===== src/rtl/tone_pkg.sv =====
// Shared definitions for the tone sequencer.
//   TONE_HZ     : frequency table (Hz), 16 entries, indexed by the latched tone select
//   HP_W        : width of the square-wave half-period limit
//   state_t     : sequencer FSM encoding
//   half_period : elaboration-time half-period limit for one table entry
package tone_pkg;

    localparam int HP_W = 20;

    localparam int unsigned TONE_HZ [0:15] = '{
        261, 500, 700, 880,
        1047, 1175, 1319, 1397,
        1568, 1760, 1976, 2093,
        2349, 2637, 2794, 3136
    };

    typedef enum logic [1:0] {
        ST_IDLE = 2'd0,
        ST_TONE = 2'd1,
        ST_GAP  = 2'd2
    } state_t;

    // Square-wave counter limit: counts 0..HP, so each half period is HP+1
    // clocks. A tone too fast for the clock collapses to HP=0.
    function automatic logic [HP_W-1:0] half_period(input int unsigned sys_freq,
                                                    input int unsigned hz);
        int unsigned q;
        q = sys_freq / (2 * hz);
        if (q == 0) return '0;
        return HP_W'(q - 1);
    endfunction

endpackage


===== src/rtl/tone_pwm.sv =====
// PWM back end: free-running counter plus comparator with a registered
// audio bit.
//   clock, resetn : system clock, async active-low reset
//   en            : comparator result is passed through only while high
//   duty          : compare level, audio is high while counter < duty
//   audio         : registered PWM audio bit
module tone_pwm
    import tone_pkg::*;
#(
    parameter int PWM_W = 10
) (
    input  logic             clock,
    input  logic             resetn,
    input  logic             en,
    input  logic [PWM_W-1:0] duty,
    output logic             audio
);

    logic [PWM_W-1:0] pwm_cnt;

    // The counter never restarts on tone entry; the audio phase is tied to
    // the time since reset, not to the start of a tone.
    always_ff @(posedge clock or negedge resetn) begin
        if (!resetn) begin
            pwm_cnt <= '0;
            audio   <= 1'b0;
        end else begin
            pwm_cnt <= pwm_cnt + PWM_W'(1);
            audio   <= en && (pwm_cnt < duty);
        end
    end

endmodule


===== src/rtl/tone_sequencer.sv =====
// Plays one tone per start request: TONE for dur_ms milliseconds, then a
// silent GAP of GAP_MS milliseconds, then a one-cycle done pulse.
//   clock, resetn : system clock, async active-low reset
//   start, stop   : level-sampled play request / abort
//   tone_sel      : index into the frequency table
//   dur_ms        : tone length in ms (0 = gap only)
//   volume        : duty swing around mid-scale
//   busy          : high during TONE and GAP
//   done          : one-cycle pulse after a gap completes normally
//   audioEn       : amplifier enable, high during TONE
//   audioOut      : PWM audio bit
module tone_sequencer
    import tone_pkg::*;
#(
    parameter int SYSTEM_FREQ = 50_000_000,
    parameter int SEL_W       = 2,
    parameter int DUR_W       = 12,
    parameter int PWM_W       = 10,
    parameter int MS_CYCLES   = SYSTEM_FREQ / 1000,
    parameter int GAP_MS      = 50
) (
    input  logic             clock,
    input  logic             resetn,
    input  logic             start,
    input  logic             stop,
    input  logic [SEL_W-1:0] tone_sel,
    input  logic [DUR_W-1:0] dur_ms,
    input  logic [PWM_W-2:0] volume,
    output logic             busy,
    output logic             done,
    output logic             audioEn,
    output logic             audioOut
);

    localparam int NUM_TONES = 2 ** SEL_W;
    localparam int MS_W      = (MS_CYCLES > 1) ? $clog2(MS_CYCLES) : 1;

    localparam logic [MS_W-1:0]  MS_LAST  = MS_W'(MS_CYCLES - 1);
    localparam logic [DUR_W-1:0] GAP_LAST = DUR_W'(GAP_MS - 1);
    localparam logic [PWM_W-1:0] MID      = {1'b1, {(PWM_W-1){1'b0}}};

    state_t state, next_state;

    logic [SEL_W-1:0] sel_lat;
    logic [DUR_W-1:0] dur_lat;
    logic [PWM_W-2:0] vol_lat;

    logic [MS_W-1:0]  ms_cnt;
    logic [DUR_W-1:0] ms_elapsed;
    logic             ms_last, tone_end, gap_end;

    logic [HP_W-1:0]  hp;
    logic [HP_W-1:0]  sq_cnt;
    logic             sq;

    logic [PWM_W-1:0] duty;
    logic             pwm_en;
    logic             done_d;

    // Half-period limits are constants per table entry; the latched select
    // only muxes between them, so no divider is built.
    logic [HP_W-1:0] hp_tab [NUM_TONES];

    for (genvar g = 0; g < NUM_TONES; g++) begin : g_hp
        localparam logic [HP_W-1:0] HP_G = half_period(SYSTEM_FREQ, TONE_HZ[g]);
        assign hp_tab[g] = HP_G;
    end

    assign hp = hp_tab[sel_lat];

    // ------------------------------------------------------------------
    // FSM
    // ------------------------------------------------------------------
    assign ms_last  = (ms_cnt == MS_LAST);
    assign tone_end = ms_last && (ms_elapsed == dur_lat - DUR_W'(1));
    assign gap_end  = ms_last && (ms_elapsed == GAP_LAST);

    always_ff @(posedge clock or negedge resetn) begin
        if (!resetn) state <= ST_IDLE;
        else         state <= next_state;
    end

    always_comb begin
        next_state = state;
        done_d     = 1'b0;
        case (state)
            ST_IDLE: begin
                // stop beats a simultaneous start
                if (start && !stop)
                    next_state = (dur_ms != '0) ? ST_TONE : ST_GAP;
            end
            ST_TONE: begin
                if (stop)          next_state = ST_IDLE;
                else if (tone_end) next_state = ST_GAP;
            end
            ST_GAP: begin
                if (stop) begin
                    next_state = ST_IDLE;
                end else if (gap_end) begin
                    next_state = ST_IDLE;
                    done_d     = 1'b1;
                end
            end
            default: next_state = ST_IDLE;
        endcase
    end

    // ------------------------------------------------------------------
    // Request latch: sampled only in IDLE, frozen while busy
    // ------------------------------------------------------------------
    always_ff @(posedge clock or negedge resetn) begin
        if (!resetn) begin
            sel_lat <= '0;
            dur_lat <= '0;
            vol_lat <= '0;
        end else if (state == ST_IDLE && start && !stop) begin
            sel_lat <= tone_sel;
            dur_lat <= dur_ms;
            vol_lat <= volume;
        end
    end

    // ------------------------------------------------------------------
    // Millisecond timebase, restarted on every state change so TONE and
    // GAP each measure their own length from their first cycle.
    // ------------------------------------------------------------------
    always_ff @(posedge clock or negedge resetn) begin
        if (!resetn) begin
            ms_cnt     <= '0;
            ms_elapsed <= '0;
        end else if (state == ST_IDLE || next_state != state) begin
            ms_cnt     <= '0;
            ms_elapsed <= '0;
        end else if (ms_last) begin
            ms_cnt     <= '0;
            ms_elapsed <= ms_elapsed + DUR_W'(1);
        end else begin
            ms_cnt     <= ms_cnt + MS_W'(1);
        end
    end

    // ------------------------------------------------------------------
    // Square wave: runs only while staying in TONE, so it is already
    // cleared on the first TONE cycle.
    // ------------------------------------------------------------------
    always_ff @(posedge clock or negedge resetn) begin
        if (!resetn) begin
            sq_cnt <= '0;
            sq     <= 1'b0;
        end else if (state == ST_TONE && next_state == ST_TONE) begin
            if (sq_cnt == hp) begin
                sq_cnt <= '0;
                sq     <= ~sq;
            end else begin
                sq_cnt <= sq_cnt + HP_W'(1);
            end
        end else begin
            sq_cnt <= '0;
            sq     <= 1'b0;
        end
    end

    // MID +/- volume stays in 1..2**PWM_W-1 because volume is one bit narrower.
    assign duty = sq ? (MID + PWM_W'(vol_lat)) : (MID - PWM_W'(vol_lat));

    // Gate on the next state too, so the registered audio bit is already
    // low on the first cycle after TONE ends or is aborted.
    assign pwm_en = (state == ST_TONE) && (next_state == ST_TONE);

    tone_pwm #(
        .PWM_W (PWM_W)
    ) u_pwm (
        .clock  (clock),
        .resetn (resetn),
        .en     (pwm_en),
        .duty   (duty),
        .audio  (audioOut)
    );

    // ------------------------------------------------------------------
    // Status outputs follow the state being entered, so done and the
    // busy drop land in the same cycle.
    // ------------------------------------------------------------------
    always_ff @(posedge clock or negedge resetn) begin
        if (!resetn) begin
            busy    <= 1'b0;
            done    <= 1'b0;
            audioEn <= 1'b0;
        end else begin
            busy    <= (next_state != ST_IDLE);
            done    <= done_d;
            audioEn <= (next_state == ST_TONE);
        end
    end

endmodule


===== config.mk =====
export PLATFORM = sky130hd
export DESIGN_NAME = tone_sequencer
export DESIGN_NICKNAME = d
export VERILOG_FILES = /design/src/rtl/tone_pkg.sv /design/src/rtl/tone_pwm.sv /design/src/rtl/tone_sequencer.sv
export SDC_FILE = /design/constraint.sdc
export NUM_CORES = 1
export LEC_CHECK = 0
export BUFFER_PORTS_ARGS = -buffer_cell sky130_fd_sc_hd__buf_2
export CAP_MARGIN = 20
export CORE_UTILIZATION = 40
export DETAILED_ROUTE_END_ITERATION = 10
export SLEW_MARGIN = 20
export SYNTH_ARGS = -nofsm -noshare
export SYNTH_HDL_FRONTEND = slang
export SYNTH_SLANG_ARGS = --single-unit
export TNS_END_PERCENT = 30

===== constraint.sdc =====
create_clock -name clock -period 3.65 [get_ports clock]
set_clock_uncertainty 0.2 [all_clocks]
set_input_delay 0.9125 -clock clock [delete_from_list [all_inputs] [get_ports clock]]
set_output_delay 0.9125 -clock clock [all_outputs]
set_load 0.02 [all_outputs]

==> results.py <==
metrics = {
    "synthesis": {
        "synth-edff-count": 0,
        "synth_area_mm2": 0.00480,
        "ys.flop_type": "dfrtp_1",
        "ys_warn_count": 0,
        "synth_seq_cells": 88,
        "avgSynthCellArea_um2": 9.88,
        "syn_inst": 486,
        "ys_seq_area_frac": 0.458,
        "syn_nets": 533,
        "async_flop_share": 1.00,
        "ys_types": 50,
    },
    "clock_network": {
        "root_buffer": "clkbuf_16",
        "cts_resized": 0,
        "h-tree-depth": 3,
        "post_cts_buffers": 0,
        "clockBufferDepth": 2,
        "cts_tree": "yes",
        "cts_sinks": 88,
        "postCtsHoldBufs": 0,
        "cts_made_buffers": 9,
        "worstSkewPairLatency_ns": 0.34,
        "clk_pin_slew_ns": 0.06,
    },
    "setup_path": {
        "critPathKind": "reg -> reg",
        "cp.arrival_ns": 2.97,
        "worst_setup_path_start_kind": "register",
        "path_max_fanout": 12,
        "crit_path_end_kind": "register",
        "required_ns": 3.66,
    },
    "finish": {
        "layout_common_cells": "88 x dfrtp_1, 71 x nor2_1, 38 x xnor2_1",
        "drive_above_1_share": 0.134,
        "final_util": 0.469,
        "stdcell_area_mm2": 0.00543,
        "fillers": 1084,
        "stdcell_count": 665,
        "final_net_count": 565,
        "multi_input_area_mm2": 0.00249,
        "antenna_cells": 0,
        "seqCellArea_mm2": 0.00220,
        "area_growth_pct": 13.0,
        "layout_commonest_cell": "dfrtp_1",
    },
    "timing": {
        "rsz0062_at_grt": "no",
        "timing.final.max_slew_violations": 0,
        "tightestPinTransition_ns": 0.589,
        "setup_viol": 0,
        "timing.hold.ws_ns": 0.258,
        "slew_headroom": 0.607,
        "final_hold_viol_count": 0,
        "layout_min_cycle_time_ns": 2.96,
        "fmax_ghz": 0.338,
        "fin_ws_ns": 0.692,
        "post-route-period-util": 0.811,
        "tns_ns": 0,
    },
    "worst_hold_path": {
        "hold_class": "reg -> reg",
    },
    "route": {
        "firstDrtPassIters": 8,
        "drtAntennaViolNets": 0,
        "wire_per_inst_um": 14.7,
        "viasPerCell": 5.38,
        "drc_errors": 4,
        "routed_wl_mm": 9.77,
        "drt_iter0_drc": 205,
        "dr_total_vias": 3578,
    },
    "place": {
        "port_buffers": 30,
        "placed_cells": 650,
        "place_area_mm2": 0.00512,
        "gp_congestion": 0.830,
        "dp_hpwl_mm": 6.97,
        "pre_cts_ws_ns": 0.717,
    },
    "global_routing": {
        "grt_max_degree": 46,
        "grt_pass1_vias": 3599,
        "grt_overflow": 0,
        "grt_use_total": 0.170,
        "grt_pass1_wl_mm": 16.7,
        "antenna_found_initial": 0,
    },
    "pwr": {
        "switching_share": 0.269,
        "power_mw": 2.48,
        "ir_worst_vdd_mv": 0.224,
        "p_comb_frac": 0.157,
        "p_sw_mw": 0.666,
        "internal_power_mw": 1.81,
        "seqPwrFrac": 0.450,
        "power_density_mw_per_mm2": 457,
        "power_frac_clock": 0.393,
        "p_leak_nw": 2.32,
    },
    "die": {
        "start_util": 0.415,
        "die_h_um": 112,
        "floorplan.rows": 39,
        "die_w_um": 112,
        "io_pins": 31,
        "die-area_mm2": 0.0125,
        "core-area_mm2": 0.0116,
    },
    "status": {
        "violations": "design-rule violations",
        "outcome": "finished with violations",
    },
    "run": {
        "maxCapViolCount": 0,
    },
}
-- logic make-up after synthesis --
group	count (synthesis)	share of synthesized area
adders and majority gates	20	0.0521
xor gates and xnor gates	72	0.131
AOI/OAI and AO/OA	55	0.0779
and+or+nand+nor	207	0.217
DFF	88	0.458
buffers and inverters	27	0.0237
muxes	17	0.0396
-- cell usage after synthesis (4+ instances only) --
cell,n,share of area
a31oi_1,4,0.0052
and4_1,4,0.0073
ha_1,20,0.052
nor4b_1,5,0.0091
nor4_1,8,0.010
nor2_1,71,0.055
buf_2,4,0.0042
a21oi_1,10,0.010
mux2_2,16,0.038
nor3_1,6,0.0063
dfrtp_1,88,0.46
or3_1,8,0.010
and3_1,19,0.025
clkbuf_1,7,0.0055
xnor2_1,38,0.069
nand2_1,36,0.028
xor2_1,34,0.062
a211oi_1,5,0.0078
o21ai_0,15,0.016
nand3_1,21,0.022
inv_1,15,0.012
nand4_1,11,0.014
-- state kept, by name, indices dropped and copies added (netlist names) --
signal / count
u_pwm.pwm_cnt: 10
sq_cnt: 20
vol_lat: 9
dur_lat: 12
u_pwm.audio: 1
state: 2
ms_cnt: 16
audioEn: 1
done: 1
busy: 1
sq: 1
ms_elapsed: 12
sel_lat: 2
-- final timing paths --
path	slack, ns	from	to	depth (start not counted)
worst min register to register	0.26	ms_cnt[0]$_DFF_PN0_	ms_cnt[0]$_DFF_PN0_	1
worst max-delay path	0.69	dur_lat[0]$_DFFE_PN0P_	ms_elapsed[6]$_DFFE_PN0P_	9
min in group asynchronous	0.36	resetn	sq_cnt[1]$_DFF_PN0_	1
max in group asynchronous	2.25	resetn	audioEn$_DFF_PN0_	2
worst min-delay path	0.26	ms_cnt[0]$_DFF_PN0_	ms_cnt[0]$_DFF_PN0_	1
worst max register to register	0.69	dur_lat[0]$_DFFE_PN0P_	ms_elapsed[6]$_DFFE_PN0P_	9
-- final cells by class --
type | count | share of cell area
Clock buffer | 10 | 0.0422
Sequential cell | 88 | 0.406
Multi-Input combinational cell | 371 | 0.459
Tap cell | 143 | 0.0330
Timing Repair Buffer | 33 | 0.0346
Clock inverter | 5 | 0.0150
Inverter | 15 | 0.0104
-- worst max-delay path: stages, from the launching register on --
cell and delay, ns:
dfrtp_1 0.41, inv_1 0.08, ha_1 0.35, or3b_1 0.44, nand2_1 0.09, nand4bb_1 0.10
a211oi_1 0.37, a41oi_2 0.20, o21ai_2 0.47, nor2_1 0.11
-- per-layer routing --
layer | share of wire | vias up | global-route usage
li1 | - | 1757 | -
met1 | 0.46 | 1737 | 0.215
met2 | 0.48 | 72 | 0.285
met3 | 0.044 | 12 | 0.0425
met4 | 0.014 | 0 | 0.0568
met5 | 0 | - | 0
-- power groups by stage --
| stage | Sequential [mW] | Clock, mW | Combinational, mW |
|---|---|---|---|
| global route | 1.13 | 1.04 | 0.443 |
| finish | 1.12 | 0.974 | 0.390 |
| detailed placement | 1.13 | 0 | 0.389 |
| global placement | 1.13 | 0 | 0.380 |
| CTS | 1.11 | 1.00 | 0.395 |
| floorplan | 1.11 | 0 | 0.287 |
Note: power is estimated with default switching activity, not from simulation.
